`config.mk`:
```
export PLATFORM = sky130hd
export DESIGN_NAME = fetch_unit_flat
export DESIGN_NICKNAME = d
export VERILOG_FILES = /design/src/rtl/wisc_pkg.sv /design/src/rtl/fetch_unit_if.sv /design/src/rtl/fetch_unit_adder.sv /design/src/rtl/fetch_unit.sv /design/src/flat_wrapper.sv
export SDC_FILE = /design/constraint.sdc
export NUM_CORES = 1
export LEC_CHECK = 0
export CAP_MARGIN = 25
export CORE_MARGIN = 3
export CORE_UTILIZATION = 25
export CTS_CLUSTER_SIZE = 16
export DETAILED_ROUTE_END_ITERATION = 12
export PLACE_DENSITY_LB_ADDON = 0.2
export REMOVE_ABC_BUFFERS = 1
export SLEW_MARGIN = 30
export SYNTH_ARGS = -nofsm -noshare
export SYNTH_HDL_FRONTEND = slang
export SYNTH_SLANG_ARGS = --single-unit
```
`constraint.sdc`:
```
create_clock -name clk -period 2.2 [get_ports clk]
set_input_delay 0.33 -clock clk [delete_from_list [all_inputs] [get_ports clk]]
set_output_delay 0.33 -clock clk [all_outputs]
set_load 0.01 [all_outputs]
```
`src/rtl/wisc_pkg.sv`:
```
// Shared definitions for the 16-bit WISC pipeline.
// Fetch-stage constants, state encoding and opcode helper.
package wisc_pkg;

  localparam logic [15:0] NOP_INSTR = 16'h0000;
  localparam logic [15:0] PC_RESET  = 16'h0000;
  localparam logic [3:0]  OPC_HLT   = 4'hF;

  typedef enum logic [1:0] {
    FETCH = 2'd0,
    HOLD  = 2'd1,
    DRAIN = 2'd2,
    HALT  = 2'd3
  } fetch_state_t;

  function automatic logic [3:0] opcode(
    input logic [15:0] instr
  );
    return instr[15:12];
  endfunction

endpackage

```
`src/rtl/fetch_unit_if.sv`:
```
// Instruction-memory request/valid handshake.
// Fetch stage is master; the memory is slave.
interface fetch_unit_if;

  logic        Req;
  logic [15:0] Addr;
  logic [15:0] Data;
  logic        Valid;

  modport master (
    output Req,
    output Addr,
    input  Data,
    input  Valid
  );

  modport slave (
    input  Req,
    input  Addr,
    output Data,
    output Valid
  );

endinterface

```
`src/rtl/fetch_unit_adder.sv`:
```
// 16-bit adder/subtractor shared by the pipeline.
// Sub=1 computes A-B via two's complement.
module Adder_16bit (
  input  logic [15:0] A,
  input  logic [15:0] B,
  input  logic        Sub,
  output logic [15:0] Sum
);

  logic [15:0] b_op;

  assign b_op = Sub ? ~B : B;
  assign Sum  = A + b_op + {15'b0, Sub};

endmodule

```
`src/rtl/fetch_unit.sv`:
```
// IF stage: PC, variable-latency imem handshake,
// stall buffering, branch squash/redirect and HLT.
module fetch_unit
  import wisc_pkg::*;
#(
  parameter logic [15:0] PC_RESET = wisc_pkg::PC_RESET,
  parameter logic [3:0]  OPC_HLT  = wisc_pkg::OPC_HLT
) (
  input  logic               clk,
  input  logic               rst,
  input  logic               IF_Stall,
  input  logic               IF_PCDisrupt,
  input  logic [15:0]        IF_PCBranch,
  fetch_unit_if.master       imem,
  output logic               IFID_Wr,
  output logic [15:0]        IFID_Instruction,
  output logic [15:0]        IFID_PC,
  output logic               IFID_Valid,
  output logic               Halted
);

  fetch_state_t state, state_nxt;

  logic [15:0] pc, pc_nxt;
  logic [15:0] redir_pc, redir_nxt;
  logic [15:0] buf_instr, buf_nxt;
  logic [15:0] pc_plus2;

  logic        req;
  logic [15:0] addr;
  logic        ready;
  logic [15:0] data;
  logic        stale_done;

  Adder_16bit u_pc_inc (
    .A   (pc),
    .B   (16'h0002),
    .Sub (1'b0),
    .Sum (pc_plus2)
  );

  always_ff @(posedge clk) begin
    if (rst) begin
      state     <= FETCH;
      pc        <= PC_RESET;
      redir_pc  <= PC_RESET;
      buf_instr <= NOP_INSTR;
    end else begin
      state     <= state_nxt;
      pc        <= pc_nxt;
      redir_pc  <= redir_nxt;
      buf_instr <= buf_nxt;
    end
  end

  always_comb begin
    state_nxt        = state;
    pc_nxt           = pc;
    redir_nxt        = redir_pc;
    buf_nxt          = buf_instr;
    req              = 1'b0;
    addr             = pc;
    ready            = 1'b0;
    data             = imem.Data;
    IFID_Wr          = 1'b0;
    IFID_Instruction = NOP_INSTR;
    IFID_PC          = pc;
    IFID_Valid       = 1'b0;
    Halted           = 1'b0;

    unique case (state)
      FETCH: begin
        req   = 1'b1;
        ready = imem.Valid;
      end
      HOLD: begin
        ready = 1'b1;
        data  = buf_instr;
      end
      DRAIN: req = 1'b1;
      HALT:  Halted = 1'b1;
      default: ;
    endcase

    // The stale access in DRAIN must finish before PC may move.
    stale_done = (state == DRAIN) && imem.Valid;

    if (rst) begin
      req     = 1'b0;
      addr    = PC_RESET;
      IFID_PC = PC_RESET;
      Halted  = 1'b0;
    end else if (IF_PCDisrupt) begin
      if (req && !imem.Valid) begin
        redir_nxt = IF_PCBranch;
        state_nxt = DRAIN;
      end else begin
        pc_nxt    = IF_PCBranch;
        state_nxt = FETCH;
      end
    end else if (IF_Stall) begin
      if (state == FETCH && imem.Valid) begin
        buf_nxt   = imem.Data;
        state_nxt = HOLD;
      end else if (stale_done) begin
        pc_nxt    = redir_pc;
        state_nxt = FETCH;
      end
    end else if (ready) begin
      IFID_Wr          = 1'b1;
      IFID_Valid       = 1'b1;
      IFID_Instruction = data;
      if (opcode(data) == OPC_HLT) begin
        state_nxt = HALT;
      end else begin
        pc_nxt    = pc_plus2;
        state_nxt = FETCH;
      end
    end else begin
      IFID_Wr = 1'b1;
      if (stale_done) begin
        pc_nxt    = redir_pc;
        state_nxt = FETCH;
      end
    end
  end

  assign imem.Req  = req;
  assign imem.Addr = addr;

endmodule
```
`src/flat_wrapper.sv`:
```
// flat-port wrapper written by rule: the top's interface ports become plain ports
module fetch_unit_flat import wisc_pkg::*;
#(
  parameter logic [15:0] PC_RESET = wisc_pkg::PC_RESET,
  parameter logic [3:0]  OPC_HLT  = wisc_pkg::OPC_HLT
)
  (clk, rst, IF_Stall, IF_PCDisrupt, IF_PCBranch, IFID_Wr, IFID_Instruction, IFID_PC, IFID_Valid, Halted, imem_Req, imem_Addr, imem_Data, imem_Valid);
  fetch_unit_if imem_i ();
  input  logic clk;
  input  logic rst;
  input  logic IF_Stall;
  input  logic IF_PCDisrupt;
  input  logic [15:0] IF_PCBranch;
  output logic IFID_Wr;
  output logic [15:0] IFID_Instruction;
  output logic [15:0] IFID_PC;
  output logic IFID_Valid;
  output logic Halted;
  output wire logic [$bits(imem_i.Req)-1:0] imem_Req;
  output wire logic [$bits(imem_i.Addr)-1:0] imem_Addr;
  input wire logic [$bits(imem_i.Data)-1:0] imem_Data;
  input wire logic [$bits(imem_i.Valid)-1:0] imem_Valid;
  assign imem_Req = imem_i.Req;
  assign imem_Addr = imem_i.Addr;
  assign imem_i.Data = imem_Data;
  assign imem_i.Valid = imem_Valid;
  fetch_unit #(.PC_RESET(PC_RESET), .OPC_HLT(OPC_HLT)) u_core (.clk(clk), .rst(rst), .IF_Stall(IF_Stall), .IF_PCDisrupt(IF_PCDisrupt), .IF_PCBranch(IF_PCBranch), .imem(imem_i), .IFID_Wr(IFID_Wr), .IFID_Instruction(IFID_Instruction), .IFID_PC(IFID_PC), .IFID_Valid(IFID_Valid), .Halted(Halted));
endmodule
```
==> impl_metrics.json <==
{
  "outcome": "completed",
  "leakagePower_nw": 1.777,
  "nNetsFinal": 589,
  "clock_skew_ns": 0.006623,
  "ir_worst_vdd_uv": 403.6,
  "fmax_ghz": 0.5077,
  "die_y_um": 117.5,
  "crit_type": "input pin to flop",
  "overflow": 0,
  "ant_nets": 0,
  "root_buffer": "clkbuf_16",
  "area_growth_pct": 46.44,
  "drive_above_1_share_pct": 12.68,
  "setup_violations": 0,
  "ys.flop_type": "dfxtp_1",
  "cts_sinks": 50,
  "grt_max_degree": 37,
  "crit_required_ns": 2.37,
  "whs_ns": 0.4537,
  "p_sw_share_pct": 27.53,
  "layout_commonest_cell": "nand2_1",
  "io_pins": 89,
  "switchingPower_mw": 0.6854,
  "clkLatencyLatePin_ns": 0.29,
  "drc": 0,
  "synth_edf_count": 0,
  "portBuffers": 88,
  "relSlewSlack_pct": 59.53,
  "dieArea_um2": 13800,
  "power_frac_comb_pct": 24.1,
  "end_kind": "flop",
  "synth_warnings": 0,
  "h-tree-depth": 2,
  "layout_common_cells": "nand2_1 (130), clkdlybuf4s50_1 (68), a21oi_1 (63), dfxtp_1 (49), buf_4 (43)",
  "drv_cap": 0,
  "synth_cells": 453,
  "start_util_pct": 25.76,
  "syn_avg_cell_area_um2": 6.858,
  "place_congestion": 0.8597,
  "worst_hold_path_type": "flop to flop",
  "first_iter_violations": 214,
  "final_max_slew_viol_count": 0,
  "async_reset_ff_share_pct": 0,
  "period_needed_ns": 1.970,
  "seq_power_share_pct": 40.5,
  "diodes": 0,
  "fin_crit_sh_pct": 89.53,
  "path_max_fanout": 10,
  "synthesis.area_um2": 3107,
  "cts_tree": "yes",
  "clockBufferDepth": 2,
  "grt_pass1_vias": 3265,
  "dr.pass1.iters": 4,
  "synth_seq_area_share_pct": 32.22,
  "grt_setup_unrepaired": "false",
  "p_int_mw": 1.804,
  "dp_slack_ns": -0.2653,
  "cts_hold_buffers": 0,
  "std_cell_rows": 40,
  "hold_viol": 0,
  "critPathArrivalTime_ns": 2.14,
  "ys_types": 56,
  "worstSetupStartpointType": "input pin",
  "clockPowerShare_pct": 35.4,
  "setup_slack_ns": 0.2304,
  "die_w_um": 117.5,
  "numCtsBuffers": 5,
  "grtUsageTotal_pct": 14.75,
  "detail_route.wl_per_cell_um": 14.12,
  "core_um2": 12060,
  "powerDensity_nw_per_um2": 547.2,
  "grt_pass1_wl_mm": 17.06,
  "routed-via-count": 3381,
  "worst_pin_slew_ns": 0.6051,
  "dp_hpwl_mm": 7.527,
  "clkTransAtPathRegs_ns": 0.07,
  "vias_per_cell": 4.696,
  "ys_seq_elements": 50,
  "routed_wl_mm": 10.17,
  "grt_antenna_before_repair": 0
}
-- timing repair --
item                                    CTS  global route
setup buffers                             0             4
gates resized for setup                  19             3
pin swaps                                 0             2
endpoints found under the setup margin   17             2
-- layout make-up --
| class | count | area (um^2) |
|---|---|---|
| clock buffer | 6 | 128.9 |
| inverter | 2 | 7.507 |
| timing repair buffer | 138 | 1310 |
| multi-input combinational | 354 | 1853 |
| clock inverter | 2 | 37.54 |
| fill | 1276 | 7512 |
| tap | 168 | 210.2 |
| sequential | 50 | 1002 |
-- final timing paths --
kind	from	to	slack, ns	cells past startpoint
max	IF_Stall	u_core.pc[6]$_SDFFE_PP0P_	0.23	9
min	u_core.redir_pc[9]$_SDFFE_PP0P_	u_core.redir_pc[9]$_SDFFE_PP0P_	0.45	2
min reg2reg	u_core.redir_pc[9]$_SDFFE_PP0P_	u_core.redir_pc[9]$_SDFFE_PP0P_	0.45	2
max reg2reg	u_core.state[0]$_SDFF_PP0_	u_core.pc[2]$_SDFFE_PP0P_	0.27	9
-- power by group through the flow --
| stage | Clock (mW) | Combinational [mW] | Sequential [mW] |
|---|---|---|---|
| 4_1_cts | 0.914 | 0.599 | 1.01 |
| 2_1_floorplan | 0 | 0.249 | 1.02 |
| 3_5_place_dp | 0 | 0.600 | 1.03 |
| 5_1_grt | 0.951 | 0.665 | 1.02 |
| 3_3_place_gp | 0 | 0.597 | 1.03 |
| 6_report | 0.882 | 0.600 | 1.01 |
-- metal layers --
layer | track usage [%] | part of all wire, % | up-vias
met5 | 0 | 0 | -
met4 | 2.930 | 1.1 | 0
met3 | 3.075 | 5.9 | 6
met2 | 23.66 | 45 | 101
met1 | 20.63 | 48 | 1539
li1 | - | - | 1735
-- cell families after synthesis --
kind of cell / count (synthesis) / share of synthesized area [%]
and+or+nand+nor: 228 / 32.30
AOI/OAI and AO/OA: 116 / 23.76
DFF: 50 / 32.22
buffers and inverters: 49 / 8.497
muxes: 5 / 1.691
xor gates and xnor gates: 4 / 1.128
adders and majority gates: 1 / 0.4027
-- through the flow --
step | TNS, ns | power [mW] | cell area, um^2 | instances | util [%]
after floorplan | -1.284 | 1.268 | 2850 | 406 | -
final | 0 | 2.489 | 4549 | 720 | 37.72
after global placement | -5.392 | 1.623 | 4357 | 708 | 36.12
after detailed placement | -6.992 | 1.627 | 4357 | 708 | 36.12
after CTS | 0 | 2.520 | 4506 | 716 | 37.35
after global routing | 0 | 2.632 | 4549 | 720 | 37.72
-- critical path, cell delays in order --
cell and delay (ns):
clkdlybuf4s50_1 0.50, buf_4 0.20, nor2_1 0.07, buf_4 0.14, nand2_1 0.29, nor2_1 0.07, a221o_1 0.32, a21oi_1 0.13
o41ai_1 0.09
-- cell usage after synthesis (2+ instances only) --
cell type    n  area [um^2]
nand2_1    130        488.0
a221oi_1     3        26.28
a211oi_1     6        45.04
buf_2        7        35.03
nor2_1      34        127.6
o22ai_1      3        18.77
nand2b_1     6        37.54
xor2_1       3        26.28
nor3_1      10        50.05
nand3_1      9        45.04
o211ai_1     2        15.01
nor2b_1     22        137.6
and3_1       2        12.51
a21oi_1     63        315.3
a211oi_2     2        25.02
nor4_1       3        18.77
dfxtp_1     50         1001
and2_1       2        12.51
o21ai_1      3        15.01
a22o_1       3        26.28
clkbuf_1    17        63.81
a31oi_1      2        12.51
or2_1        2        12.51
o31ai_1      2        15.01
nand4_1      3        18.77
o41ai_1      3        26.28
buf_1        4        15.01
o21ai_0      9        45.04
buf_4       19        142.6
mux2i_1      3        30.03
-- state kept, by name (all words and copies together), names as in the netlist --
register and cells:
u_core.redir_pc 16, u_core.state 2, u_core.pc 16, u_core.buf_instr 16
(Power assumes the default switching activity.)
